**config.mk**
```make
export PLATFORM = sky130hd
export DESIGN_NAME = wdt_apb
export DESIGN_NICKNAME = d
export VERILOG_FILES = /design/src/rtl/wdt_apb_pkg.sv /design/src/rtl/wdt_apb_wdtcounter.sv /design/src/rtl/wdt_apb.sv
export SDC_FILE = /design/constraint.sdc
export NUM_CORES = 1
export LEC_CHECK = 0
export ABC_AREA = 1
export CORE_ASPECT_RATIO = 0.8
export CORE_MARGIN = 1
export CORE_UTILIZATION = 40
export DETAILED_ROUTE_END_ITERATION = 7
export GPL_TIMING_DRIVEN = 0
export SLEW_MARGIN = 30
export SYNTH_ARGS = -nofsm -noshare
export SYNTH_HDL_FRONTEND = slang
export SYNTH_SLANG_ARGS = --single-unit
```
**constraint.sdc**
```tcl
create_clock -name PCLK -period 3 [get_ports PCLK]
set_input_delay 0.9 -clock PCLK [delete_from_list [all_inputs] [get_ports PCLK]]
set_output_delay 0.9 -clock PCLK [all_outputs]
set_load 0.01 [all_outputs]
```
**src/rtl/wdt_apb_pkg.sv**
```systemverilog
// Shared watchdog definitions: bus configuration, register map, kick key
// and the byte-strobe merge used by the writable registers.
package wdt_apb_pkg;

    // Subset of the core configuration this peripheral depends on.
    typedef struct packed {
        int unsigned XLEN;
        logic        WDT_SUPPORTED;
        logic [63:0] WDT_BASE;
        logic [63:0] WDT_RANGE;
    } cvw_t;

    localparam cvw_t WDT_DEFAULT_CFG = '{
        XLEN:          32,
        WDT_SUPPORTED: 1'b1,
        WDT_BASE:      64'h0000_0000_1004_0000,
        WDT_RANGE:     64'h0000_0000_0000_00FF
    };

    // Only this exact value, written with all four byte lanes, restarts the count.
    localparam logic [31:0] WDT_KICK_KEY = 32'h5A5A_C3C3;

    // Register offsets within the 32-byte window (PADDR[7:5] are don't-care).
    localparam logic [4:0] WDT_CTRL   = 5'h00;
    localparam logic [4:0] WDT_LOAD   = 5'h04;
    localparam logic [4:0] WDT_COUNT  = 5'h08;
    localparam logic [4:0] WDT_KICK   = 5'h0C;
    localparam logic [4:0] WDT_STATUS = 5'h10;

    // Replace only the byte lanes whose strobe is set.
    function automatic logic [31:0] apply_strb(input logic [31:0] old_val,
                                               input logic [31:0] new_val,
                                               input logic [3:0]  strb);
        logic [31:0] merged;
        merged = old_val;
        for (int i = 0; i < 4; i++) begin
            if (strb[i]) merged[8*i +: 8] = new_val[8*i +: 8];
        end
        return merged;
    endfunction

endpackage

```
**src/rtl/wdt_apb_wdtcounter.sv**
```systemverilog
// Loadable 32-bit down-counter with a zero flag; load has priority over count.
module wdtcounter (
    input  logic        clk,
    input  logic        rst_n,
    input  logic        load,
    input  logic        en,
    input  logic [31:0] value,
    output logic [31:0] count,
    output logic        zero
);

    // Reload, decrement or hold the count.
    always_ff @(posedge clk or negedge rst_n) begin
        if (!rst_n)    count <= '0;
        else if (load) count <= value;
        else if (en)   count <= count - 32'd1;
    end

    assign zero = (count == 32'd0);

endmodule

```
**src/rtl/wdt_apb.sv**
```systemverilog
// APB watchdog: first timeout raises WDTIntr, a second unkicked timeout with
// RSTEN set latches WDTResetReq until PRESETn.
module wdt_apb
    import wdt_apb_pkg::*;
#(
    parameter cvw_t P = WDT_DEFAULT_CFG
) (
    input  logic                  PCLK,
    input  logic                  PRESETn,
    input  logic                  PSEL,
    input  logic [7:0]            PADDR,
    input  logic [P.XLEN-1:0]     PWDATA,
    input  logic [P.XLEN/8-1:0]   PSTRB,
    input  logic                  PWRITE,
    input  logic                  PENABLE,
    output logic [P.XLEN-1:0]     PRDATA,
    output logic                  PREADY,
    output logic                  WDTIntr,
    output logic                  WDTResetReq
);

    typedef enum logic [1:0] {IDLE, RUN, WARN, BITE} state_t;

    state_t      state, state_next;
    logic        ctrl_en, ctrl_en_next;
    logic        ctrl_rsten, ctrl_rsten_next;
    logic        ctrl_lock, ctrl_lock_next;
    logic [31:0] load_q, load_next;
    logic        intp, intp_next;
    logic [31:0] count;
    logic        count_zero, cnt_load, cnt_en, timeout;
    logic [31:0] wdata, rdata;
    logic [3:0]  wstrb;
    logic [4:0]  offset;
    logic        wr_commit, kick, w1c;
    logic        unused_paddr;

    assign offset       = PADDR[4:0];
    assign unused_paddr = &{1'b0, PADDR[7:5]};
    assign wr_commit    = PSEL & PENABLE & PWRITE;
    assign PREADY       = 1'b1;

    // On a 64-bit bus, PADDR[2] picks the upper word lane and its strobes.
    generate
        if (P.XLEN == 64) begin : g_lane64
            assign wdata = PADDR[2] ? PWDATA[63:32] : PWDATA[31:0];
            assign wstrb = PADDR[2] ? PSTRB[7:4]    : PSTRB[3:0];
        end else begin : g_lane32
            assign wdata = PWDATA;
            assign wstrb = PSTRB;
        end
    endgenerate

    // Nothing software writes can disturb a bitten watchdog.
    assign kick = wr_commit && (offset == WDT_KICK) && (wstrb == 4'hF)
               && (wdata == WDT_KICK_KEY) && (state != BITE);
    assign w1c  = wr_commit && (offset == WDT_STATUS) && wdata[0] && (state != BITE);

    // Register writes, FSM next state and counter control.
    always_comb begin
        // NOTE: every signal driven here gets a default first, so no path can infer a latch.
        state_next      = state;
        ctrl_en_next    = ctrl_en;
        ctrl_rsten_next = ctrl_rsten;
        ctrl_lock_next  = ctrl_lock;
        load_next       = load_q;
        intp_next       = intp;
        cnt_load        = 1'b0;
        cnt_en          = 1'b0;
        timeout         = 1'b0;

        // All CTRL bits live in byte 0; LOCK can only be set since writes stop once it is.
        if (wr_commit && (offset == WDT_CTRL) && !ctrl_lock && wstrb[0]) begin
            if (state != BITE) ctrl_en_next = wdata[0];
            ctrl_rsten_next = wdata[1];
            ctrl_lock_next  = wdata[2];
        end
        if (wr_commit && (offset == WDT_LOAD) && !ctrl_lock)
            load_next = apply_strb(load_q, wdata, wstrb);

        // Clearing EN beats a kick, which beats a timeout.
        case (state)
            IDLE: begin
                if (ctrl_en_next) begin
                    cnt_load   = 1'b1;
                    state_next = RUN;
                end
            end
            RUN, WARN: begin
                if (!ctrl_en_next) begin
                    state_next = IDLE;
                end else if (kick) begin
                    cnt_load   = 1'b1;
                    state_next = RUN;
                end else if (count_zero) begin
                    timeout    = 1'b1;
                    cnt_load   = 1'b1;
                    state_next = (state == WARN && ctrl_rsten_next) ? BITE : WARN;
                end else begin
                    cnt_en = 1'b1;
                end
            end
            BITE: state_next = BITE;
        endcase

        // A timeout setting INTP outranks a same-cycle W1C.
        if (w1c)     intp_next = 1'b0;
        if (timeout) intp_next = 1'b1;
    end

    // State and register flops.
    always_ff @(posedge PCLK or negedge PRESETn) begin
        // NOTE: non-blocking assignments let every flop sample pre-edge values.
        if (!PRESETn) begin
            state      <= IDLE;
            ctrl_en    <= 1'b0;
            ctrl_rsten <= 1'b0;
            ctrl_lock  <= 1'b0;
            load_q     <= 32'hFFFF_FFFF;
            intp       <= 1'b0;
        end else begin
            state      <= state_next;
            ctrl_en    <= ctrl_en_next;
            ctrl_rsten <= ctrl_rsten_next;
            ctrl_lock  <= ctrl_lock_next;
            load_q     <= load_next;
            intp       <= intp_next;
        end
    end

    wdtcounter u_counter (
        .clk   (PCLK),
        .rst_n (PRESETn),
        .load  (cnt_load),
        .en    (cnt_en),
        .value (load_q),
        .count (count),
        .zero  (count_zero)
    );

    // Read mux; the 32-bit value is replicated across the bus width.
    always_comb begin
        rdata = '0;
        case (offset)
            WDT_CTRL:   rdata = {29'b0, ctrl_lock, ctrl_rsten, ctrl_en};
            WDT_LOAD:   rdata = load_q;
            WDT_COUNT:  rdata = count;
            WDT_STATUS: rdata = {30'b0, (state == BITE), intp};
            default:    rdata = '0;
        endcase
    end

    assign PRDATA      = PSEL ? {(P.XLEN/32){rdata}} : '0;
    assign WDTIntr     = intp;
    assign WDTResetReq = (state == BITE);

endmodule

```
; ---- Word level (Yosys, flattened, before mapping)
; Index checks and enable logic that the tools add are counted.
[totals]
elab_cells = 77
ff_bits = 70
in_bits = 49
output_inout_bits = 35
[classes]
eq_ne = 12
addsub = 1
bitwise = 2
muxes = 27
n_reduce_logical = 25
[op_table]
columns = operator, count
row1 = 32-bit case mux with 4 select lines, 1
row2 = 32-bit 2-to-1 mux, 3
row3 = "32-bit by 31-bit == test with 1-bit output, second input constant", 1
row4 = 32-bit zero test, 1
row5 = "32-bit by 1-bit subtractor with 32-bit output, second input constant", 1
row6 = 1-bit 2-to-1 mux, 17
row7 = 1-bit logical AND, 13
row8 = "5-bit by 4-bit == test with 1-bit output, second input constant", 2
row9 = 2-bit AND reduction, 5
row10 = 2-bit 2-to-1 mux, 4
row11 = 2-bit case mux with 3 select lines, 1
row12 = "5-bit by 3-bit == test with 1-bit output, second input constant", 1
row13 = "5-bit == test, second input constant", 1
row14 = 5-bit zero test, 1
row15 = "2-bit == test, second input constant", 2
row16 = "4-bit == test, second input constant", 1
row17 = "2-bit != test, second input constant", 2
row18 = "4-bit != test, second input constant", 1
row19 = 2-bit nonzero test, 2
row20 = 1-bit AND, 2
row21 = "2-bit by 1-bit == test with 1-bit output, second input constant", 1
row22 = 2-bit zero test, 1
row23 = 1-bit case mux with 2 select lines, 1
row24 = 2-bit OR reduction, 1
row25 = 1-bit zero test, 1

; ---- Logic depth before layout (Yosys ltp)
[depth]
depth_word = 12
depth_mapped = 16
ltp_nobuf = 15

; ---- Modules after synthesis
; A second synthesis with hierarchy kept.
[hier_totals]
hier_cells = 649
hier_area_um2 = 4794.6
[by_module_without_submodules]
columns = module, area_per_inst_um2, seq_area_each_um2, cells_each, instances
row1 = wdt_apb, 2527.4, 991.0, 333, 1
row2 = wdtcounter, 2267.2, 800.8, 316, 1

; ---- Least setup slack after synthesis
; OpenSTA, ideal clock, no wires.
[synth_path]
kind = input-to-output
startpoint = input port PADDR[1]
endpoint = output port PRDATA[2]
t_arrival_ps = 1803
n_path_buf = 1
required_time_ps = 2100
slack_ps = 297
cell_stages = 8
path_cell_list = nor2_4 nand4_1 clkinv_1 clkbuf_1 nand2_1 o211ai_1 nand2_1 inv_1
[synth_via]
elab_chain_len = 3
[synth_rtl]
columns = element, line
row1 = start: declaration, wdt_apb.sv:11  ; input logic [7:0] PADDR,
row2 = 5-bit == test (tied with other cells), wdt_apb.sv:144  ; case (offset)
row3 = 32-bit case mux with 4 select lines *, wdt_apb.sv:144
row4 = 32-bit 2-to-1 mux *, wdt_apb.sv:153  ; assign PRDATA = PSEL ? {(P.XLEN/32){rdata}} : '0;
row5 = end: declaration, wdt_apb.sv:16  ; output logic [P.XLEN-1:0] PRDATA,
; Mark *: on every way between the ends. The rest lies on a longest branch, timed or not.

; ---- Worst setup path in the final report
[layout_path]
startpoint = input port PADDR[1]
endpoint = output port PRDATA[14]
; Same word-level chain as after synthesis.

==> results.yml <==
status:
  violations: "setup timing"
  status: "finished with violations"
synth:
  ys_seq_area_share_pct: 36.6
  ys_warn_count: 0
  synth-seq-cells: 70
  synth_async_sr_flop_share_pct: 100
  synth_nets: 720
  syn_area_um2: 4900
  syn_inst: 665
  synth_cell_types: 40
  ys.flop_type: "dfrtp_1"
  synth_edf_count: 0
  synth.avg_cell_area_um2: 7.37
clock_network:
  cts_buffers: 9
  htree_levels: 3
  clkTransAtPathRegs_ns: 0.06
  tritoncts: "done"
  worstSkewPairLatency_ns: 0.34
  cts_root_buffer: "clkbuf_16"
  clock-sinks: 70
  clock_path_buffers: 2
  hold_buffers: 0
critical_path:
  crit_chain: "buf_6 > nor2_4 > nand4_1 > clkinv_4 > buf_6 > clkbuf_16 > nand2_4 > a21oi_2 > buf_2"
  crit_fanout: 5
  crit_path_frequent_cell: "buf_6"
  endpoint_kind: "primary output"
  critical-path-slowest-cell: "nand4_1"
  rrSetupSlack_ns: 0.71
  r2r_end: "u_counter.count[30]"
  worst_ep_arrival_time_ns: 2.17
  crit_required_ns: 2.10
  startpoint: "PADDR[1]"
  cp-start-kind: "primary input"
  critical_path_class: "in2out"
  r2r_start: "u_counter.count[0]"
  critPathMaxStageDelay_ns: 0.22
  rr_worst_depth: 9
layout:
  mostFrequentLayoutCells: "nand2_1, nand3_1, nor2_1, inv_1, clkdlybuf4s50_1"
  multi_input_area_um2: 3000
  layout.nets: 825
  area_growth_pct: 35.2
  final_core_util_pct: 56.5
  drive_gt1_share_pct: 30.8
  diodes: 0
  layout_commonest_cell: "nand2_1"
  final-seq-area_um2: 1790
  fillers: 1176
grt:
  grtUsageTotal_pct: 26.3
  grt_pass1_wl_um: 25500
  antenna_found_initial: 0
  grt_pass1_vias: 4825
  overflow: 0
  grt_max_degree: 48
pwr:
  leakage_uw: 0.00332
  powerDensity_nw_per_um2: 346
  ir_drop_v: 0.000287
timing:
  post-route-min-period_ns: 3.07
  setup_viol: 13
  hold_viol_final: 0
  worst_slack_ns: -0.0656
  worst_slew_pin_slew_ns: 0.551
  finClkSkew_ns: 0.00668
  max_freq_mhz: 326
  setup_tns_ns: -0.360
  slew-limit-headroom_pct: 63.2
  final_max_slew_viol_count: 0
  grt_setup_unrepaired: "true"
  fin_crit_sh_pct: 102
drt:
  vias_per_cell: 5.39
  wire_per_inst_um: 17.5
  drt-met1-wl_um: 7810
  routed.top_layer: "met4"
  wl_um: 16100
  drc_errors: 0
  ant_nets: 0
  wl_met3_um: 981
  wl_met2_um: 7160
  vias: 4979
  first_pass_iters: 5
  drtIter0Drc: 414
hold_path:
  hold_path.class: "in2async"
die:
  start_util_pct: 41.8
  die_h_um: 101
  core-area_um2: 11700
  num_rows: 35
  die_x_um: 126
  boundaryPins: 84
  die-area_um2: 12700
place:
  hpwl_um: 11800
  preCtsSetupSlack_ns: -1.08
  place.gp.congestion: 0.931
  portBuffers: 79
job:
  max_cap_viol_count: 0
## state kept, by name, summed over array words and instances, names as in the netlist
signal	count
load_q	32
ctrl_en	1
WDTIntr	1
ctrl_lock	1
state	2
ctrl_rsten	1
u_counter.count	32
## synth_stat cells, types with 12 or more instances
cell type / number / share of area (%)
dfrtp_1: 38 / 19
nand2_1: 175 / 13
clkbuf_1: 12 / 0.92
a21oi_1: 31 / 3.2
inv_1: 46 / 3.5
nor2_1: 75 / 5.7
mux2_2: 16 / 3.7
nand2_2: 16 / 2.0
o21ai_0: 23 / 2.3
nand3_1: 101 / 10
dfstp_2: 32 / 17
xnor2_1: 14 / 2.5
xor2_1: 12 / 2.1
## worst max path at each step
stage                       to  slack (ns)
floorplan            PRDATA[2]        0.30
global placement      state[0]       -1.50
detailed placement  PRDATA[14]       -1.08
CTS                 PRDATA[14]       -0.02
global route        PRDATA[14]       -0.10
finish              PRDATA[14]       -0.07
## cell type report
| class | instances | share of cell area [%] |
|---|---|---|
| multi-input combinational | 517 | 45.2 |
| sequential | 70 | 27.0 |
| timing repair buffer | 94 | 12.3 |
| buffer | 28 | 4.76 |
| clock buffer | 9 | 3.40 |
| inverter | 50 | 2.98 |
| tap | 148 | 2.79 |
| clock inverter | 7 | 1.47 |
## per-layer routing
metal  GRT usage [%]  up-vias
met5               0        -
met4            5.93        0
met3            5.36       17
met2            40.8      162
met1            37.6     2417
li1                -     2383
## metrics by stage
stage          hold WS, ns  instance area, um2  std cells  power (uW)
6_report             0.465                6630        923        2290
5_1_grt              0.478                6630        923        2360
4_1_cts              0.471                6350        919        2290
3_5_place_dp         0.485                5900        893        1100
3_3_place_gp         0.484                5880        892        1090
2_1_floorplan        0.470                4900        665         996
## report_power, final
part / switching, uW / total [uW] / internal (uW)
Sequential: 0.566 / 948 / 947
Clock: 451 / 1180 / 731
Combinational: 82.3 / 163 / 81.2
Total: 534 / 2290 / 1760
## cell families after synthesis
| group | count (synthesis) | synth area share, % |
|---|---|---|
| fa+ha+maj | 6 | 1.53 |
| simple gates | 407 | 38.9 |
| xor+xnor | 26 | 4.65 |
| mux | 16 | 3.68 |
| compound gates | 61 | 6.82 |
| other cells | 1 | 0.0765 |
| buf+inv | 78 | 7.84 |
| flops | 70 | 36.6 |
## what timing repair did
action,4_1_cts,5_1_grt
pin swaps,6,21
gates cloned,2,1
setup buffers,8,3
setup endpoints to repair,32,29
resized for setup,192,68
## worst max-delay path, delay by kind of cell
family / cells / cell delay, ns
buffers and inverters: 5 / 0.70
and+or+nand+nor: 3 / 0.42
AOI/OAI and AO/OA: 1 / 0.14
Note: power is estimated with default switching activity, not from simulation.
